**config.mk**
```make
export PLATFORM = sky130hd
export DESIGN_NAME = digit_serial_adder
export DESIGN_NICKNAME = d
export VERILOG_FILES = /design/src/rtl/adder_pkg.sv /design/src/rtl/adder_digit.sv /design/src/rtl/digit_serial_adder.sv
export SDC_FILE = /design/constraint.sdc
export NUM_CORES = 1
export LEC_CHECK = 0
export ABC_AREA = 1
export CAP_MARGIN = 20
export CORE_ASPECT_RATIO = 0.6
export CORE_MARGIN = 2
export CORE_UTILIZATION = 40
export DETAILED_ROUTE_END_ITERATION = 16
export HOLD_SLACK_MARGIN = 0.06
export MAX_ROUTING_LAYER = met4
export PLACE_DENSITY = 0.62
export SLEW_MARGIN = 5
export SYNTH_ARGS = -nofsm -noshare
export SYNTH_HDL_FRONTEND = slang
export SYNTH_SLANG_ARGS = --single-unit
```
**constraint.sdc**
```tcl
create_clock -name clk -period 2.5 [get_ports clk]
set_clock_uncertainty 0.15 [all_clocks]
set_input_delay 0.375 -clock clk [delete_from_list [all_inputs] [get_ports clk]]
set_output_delay 0.375 -clock clk [all_outputs]
set_load 0.03 [all_outputs]
```
**src/rtl/adder_pkg.sv**
```systemverilog
// Shared types and elaboration helpers for the digit-serial adder.
// Holds the FSM state encoding, the digit-counter width rule and the WIDTH/DIGIT legality check.
package adder_pkg;

    typedef enum logic [1:0] {
        IDLE = 2'd0,
        RUN  = 2'd1,
        DONE = 2'd2
    } dsa_state_e;

    // A single-digit configuration still gets a 1-bit counter, which is then held at zero.
    function automatic int dsa_cnt_width(input int n);
        return (n > 1) ? $clog2(n) : 1;
    endfunction

    function automatic bit dsa_params_ok(input int width, input int digit);
        if (width < 1 || digit < 1 || digit > width) begin
            return 1'b0;
        end
        return (width % digit) == 0;
    endfunction

endpackage

```
**src/rtl/adder_digit.sv**
```systemverilog
// Combinational DIGIT-bit ripple-carry slice used once per clock by digit_serial_adder.
// Also exposes the carry into the top bit so the caller can derive signed overflow.
module adder_digit #(
    parameter int DIGIT = 4
) (
    input  logic [DIGIT-1:0] a,
    input  logic [DIGIT-1:0] b,
    input  logic             ci,
    output logic [DIGIT-1:0] s,
    output logic             co,
    output logic             c_msb_in
);

    always_comb begin
        logic c_ripple;
        // NOTE: blocking assignments here model the ripple: each bit must see the carry from the bit below within the same evaluation.
        c_ripple = ci;
        c_msb_in = ci;
        s        = '0;
        for (int i = 0; i < DIGIT; i++) begin
            if (i == DIGIT - 1) begin
                c_msb_in = c_ripple;
            end
            s[i]     = a[i] ^ b[i] ^ c_ripple;
            c_ripple = (a[i] & b[i]) | (c_ripple & (a[i] ^ b[i]));
        end
        co = c_ripple;
    end

endmodule

```
**src/rtl/digit_serial_adder.sv**
```systemverilog
// Digit-serial add/subtract: WIDTH-bit operands processed DIGIT bits per clock, LSB digit first.
// Optional signed-overflow output `ovf` is enabled by defining DIGIT_SERIAL_ADDER_OVF_EN.
module digit_serial_adder
    import adder_pkg::*;
#(
    parameter int WIDTH = 16,
    parameter int DIGIT = 4
) (
    input  logic             clk,
    input  logic             rst,
    input  logic             in_valid,
    output logic             in_ready,
    input  logic [WIDTH-1:0] op_a,
    input  logic [WIDTH-1:0] op_b,
    input  logic             cin,
    input  logic             sub,
    output logic             out_valid,
    input  logic             out_ready,
    output logic [WIDTH-1:0] sum,
    output logic             cout
`ifdef DIGIT_SERIAL_ADDER_OVF_EN
    ,
    output logic             ovf
`endif
);

    localparam int N  = (DIGIT >= 1) ? WIDTH / DIGIT : 1;
    localparam int CW = dsa_cnt_width(N);

    if (!dsa_params_ok(WIDTH, DIGIT)) begin : g_param_check
        $fatal(1, "digit_serial_adder: illegal WIDTH=%0d DIGIT=%0d", WIDTH, DIGIT);
    end

    dsa_state_e       state_q, state_d;
    logic [WIDTH-1:0] a_q, a_d;
    logic [WIDTH-1:0] b_q, b_d;
    logic [WIDTH-1:0] res_q, res_d;
    logic [WIDTH-1:0] sum_q, sum_d;
    logic             carry_q, carry_d;
    logic             cout_q, cout_d;
    logic [CW-1:0]    cnt_q, cnt_d;

    logic [DIGIT-1:0] dig_s;
    logic             dig_co;
    logic             dig_cmsb;
    logic [WIDTH-1:0] res_shift;
    logic             last_digit;

    adder_digit #(
        .DIGIT(DIGIT)
    ) u_digit (
        .a       (a_q[DIGIT-1:0]),
        .b       (b_q[DIGIT-1:0]),
        .ci      (carry_q),
        .s       (dig_s),
        .co      (dig_co),
        .c_msb_in(dig_cmsb)
    );

    // New digit enters at the top; after N shifts the first digit has reached bit 0.
    assign res_shift  = WIDTH'({dig_s, res_q} >> DIGIT);
    assign last_digit = (cnt_q == CW'(N - 1));

`ifdef DIGIT_SERIAL_ADDER_OVF_EN
    logic ovf_q, ovf_d;
`else
    logic unused_cmsb;
    assign unused_cmsb = dig_cmsb;
`endif

    always_comb begin
        // NOTE: every signal gets its hold value first so no path through the case can infer a latch.
        state_d = state_q;
        a_d     = a_q;
        b_d     = b_q;
        res_d   = res_q;
        sum_d   = sum_q;
        carry_d = carry_q;
        cout_d  = cout_q;
        cnt_d   = cnt_q;
`ifdef DIGIT_SERIAL_ADDER_OVF_EN
        ovf_d   = ovf_q;
`endif
        case (state_q)
            IDLE: begin
                if (in_valid) begin
                    a_d     = op_a;
                    b_d     = sub ? ~op_b : op_b;
                    carry_d = sub ? 1'b1 : cin;
                    cnt_d   = '0;
                    state_d = RUN;
                end
            end
            RUN: begin
                a_d     = a_q >> DIGIT;
                b_d     = b_q >> DIGIT;
                res_d   = res_shift;
                carry_d = dig_co;
                cnt_d   = (N == 1) ? '0 : cnt_q + 1'b1;
                if (last_digit) begin
                    sum_d   = res_shift;
                    cout_d  = dig_co;
`ifdef DIGIT_SERIAL_ADDER_OVF_EN
                    ovf_d   = dig_cmsb ^ dig_co;
`endif
                    state_d = DONE;
                end
            end
            DONE: begin
                if (out_ready) begin
                    state_d = IDLE;
                end
            end
            default: state_d = IDLE;
        endcase
    end

    // NOTE: the operand and result shift registers are reset too, so a dropped operation leaves no stale digits behind.
    always_ff @(posedge clk or posedge rst) begin
        if (rst) begin
            state_q <= IDLE;
            a_q     <= '0;
            b_q     <= '0;
            res_q   <= '0;
            sum_q   <= '0;
            carry_q <= 1'b0;
            cout_q  <= 1'b0;
            cnt_q   <= '0;
        end else begin
            // NOTE: non-blocking assignments so every register samples pre-edge values.
            state_q <= state_d;
            a_q     <= a_d;
            b_q     <= b_d;
            res_q   <= res_d;
            sum_q   <= sum_d;
            carry_q <= carry_d;
            cout_q  <= cout_d;
            cnt_q   <= cnt_d;
        end
    end

`ifdef DIGIT_SERIAL_ADDER_OVF_EN
    always_ff @(posedge clk or posedge rst) begin
        if (rst) begin
            ovf_q <= 1'b0;
        end else begin
            ovf_q <= ovf_d;
        end
    end

    assign ovf = ovf_q;
`endif

    assign in_ready  = (state_q == IDLE);
    assign out_valid = (state_q == DONE);
    assign sum       = sum_q;
    assign cout      = cout_q;

endmodule

```
==> results.yml <==
outcome:
  status: "complete, no violations"
power:
  ir_drop_mv: 0.465
  p_leak_nw: 1.97
  power_density_mw_per_mm2: 1230
setup_path:
  r2r_slack_ps: 160
  startpoint_type: "flip-flop"
  crit_top_cell: "fa_1"
  crit_start: "a_q[0]"
  slowest_delay_ps: 420
  critPathArrivalTime_ps: 2430
  crit_end: "res_q[15]"
  worstRegToRegCells: 8
  reg2reg_to: "res_q[15]"
  criticalPathCategory: "reg2reg"
  worstSetupEndpointType: "flip-flop"
  required_ps: 2580
  path_cells: "fa_1 > inv_1 > fa_1 > inv_1 > fa_1 > inv_1 > fa_1 > o21ai_0"
  worstReg2RegStart: "a_q[0]"
  cp_max_fo: 2
  crit_slowest_cell: "fa_1"
timing:
  slew_violations: 0
  max_freq_mhz: 427
  totalNegativeSetupSlack_ps: 0
  hold_violations: 0
  max_slew_margin_pct: 45.0
  tightest_slew_ps: 823
  fin_crit_sh_pct: 93.7
  min_period_ps: 2340
  grt_setup_unrepaired: "false"
  setup_violations: 0
grt:
  antenna_found_initial: 0
  grt_max_degree: 67
  overflow: 0
  grtUsageTotal_pct: 17.6
  grt_pass1_vias: 2268
  grt_pass1_wl_um: 11400
final_layout:
  fillers: 706
  fin_cells: 532
  fin_area_mm2: 0.00401
  layout-drive-gt1-share_pct: 6.78
  area_growth_pct: 29.9
  nets: 467
  utilization_pct: 54.5
  multi_input_area_mm2: 0.00118
  seq_area_mm2: 0.00165
  n_antenna_cell: 0
drt:
  viasPerCell: 4.66
  drt_iter0_markers: 122
  dr_total_vias: 2480
  first_pass_iters: 4
  wl_um: 6660
  wl_per_cell_um: 12.5
  drcViolationCount: 0
  drtAntennaViolNets: 0
floorplanning:
  dieArea_mm2: 0.00846
  die_y_um: 72.1
  core_mm2: 0.00736
  io_pins: 57
  initial_utilization_pct: 42.0
  die-width_um: 117
  rows: 24
cts:
  cts_resized: 0
  cts_made_buffers: 9
  clock_path_buffers: 2
  htree_num_levels: 3
  cts_tree: "yes"
  clock_tree.root_cell: "clkbuf_16"
  clk_latency_ps: 320
  ctsHoldBuffers: 0
  cts_setup_buffers: 0
  clk_pin_slew_ps: 50
  clock-sinks: 66
yosys:
  avgSynthCellArea_um2: 8.33
  synth_area_mm2: 0.00309
  synth_top_family_by_area: "simple AND/OR/NAND/NOR gates"
  yosys.area_share.simple_pct: 29.4
  synth_xor_area_share_pct: 1.13
  ys_top_cells_by_area: "dfrtp_1 (53%), nand2_1 (15%), nand3_1 (12%), inv_1 (3.9%), fa_1 (2.6%)"
  synth_seq_cells: 66
  synthMuxAreaShare_pct: 0
  ys_warn_count: 0
  ys_types: 22
  synth_largest_area_cell: "dfrtp_1"
  seq_area_frac_synth_pct: 53.5
  synth-adder-area-share_pct: 3.00
  synth_nets: 414
  synth_top_area_share_pct: 53.5
  syn_inst: 371
  synth_compound_area_share_pct: 4.62
flow_run:
  drv_cap: 0
placement:
  gp_congestion: 0.795
  dp.cells: 517
  place_area_mm2: 0.00374
  post-dp-hpwl_um: 4630
  port_buffers: 56
hold_path:
  hold_path_class: "in2async"
-- cells by family (layout without fill, tap and decap cells) --
logic type                 after synthesis  after routing
buffers and inverters                   57            114
xor gates and xnor gates                 4              4
AOI/OAI and AO/OA                       28             28
and+or+nand+nor                        211            211
adders and majority gates                5              5
DFF                                     66             66
-- synth_stat cells, drive strengths merged --
| cell type | instances |
|---|---|
| ha | 1 |
| o21ai | 26 |
| a21oi | 1 |
| nand2 | 129 |
| nor2 | 6 |
| xor2 | 4 |
| fa | 4 |
| dfrtp | 66 |
| inv | 34 |
| nand3 | 76 |
| o31ai | 1 |
| clkbuf | 2 |
| buf | 21 |
-- how the worst min path moves through the flow --
stage,end,depth (start not counted),startpoint,slack [ps]
2_1_floorplan,cnt_q[0],1,cnt_q[0],300
3_3_place_gp,sum[2],2,sum[2],310
3_5_place_dp,sum[0],2,sum[0],310
4_1_cts,a_q[14],3,rst,300
5_1_grt,sum[3],3,rst,320
6_report,res_q[4],3,rst,290
-- layout make-up --
type,instances,area share [%]
timing repair buffer,65,16.3
multi-input combinational,248,29.3
sequential,66,41.2
inverter,34,3.18
clock buffer,13,6.49
clock inverter,2,0.312
tap,104,3.24
-- state kept, by name (all words and copies together) (netlist names) --
register	count
cout	1
state_q	2
cnt_q	2
b_q	16
sum	16
carry_q	1
res_q	12
a_q	16
-- layer usage --
metal	vias up	share of wire, %	track usage [%]
met5	-	0	-
met4	0	1.0	5.22
met3	5	5.5	5.74
met2	62	39	22.9
met1	1131	54	25.8
li1	1282	-	-
-- per-stage QoR --
step | total power, W | hold slack, ps | setup slack, ps
final | 0.00493 | 291 | 157
after floorplan | 0.00320 | 300 | 266
after CTS | 0.00498 | 299 | 139
after detailed placement | 0.00383 | 313 | 152
after global placement | 0.00378 | 305 | 227
after global routing | 0.00531 | 320 | 68.0
-- critical path, delay by kind of cell, from the launching register on --
family                   cells  cell delay (ps)
adder cells (fa/ha/maj)      4             1330
flip-flops                   1              400
buffers and inverters        3              190
AO/OA/AOI/OAI                1              190
-- cell usage in the layout, fill, tap and decap left out, drive strengths merged --
cell and count:
a21oi 1, buf 9, clkbuf 13, clkdlybuf4s50 56
clkinv 1, clkinvlp 1, dfrtp 66, fa 4
ha 1, inv 34, nand2 129, nand3 76
nor2 6, o21ai 26, o31ai 1, xor2 4
-- report_power, final --
group          switching [W]  internal (W)
Sequential          0.000267       0.00153
Combinational        0.00125      0.000747
Clock               0.000417      0.000717
Note: power is estimated with default switching activity, not from simulation.
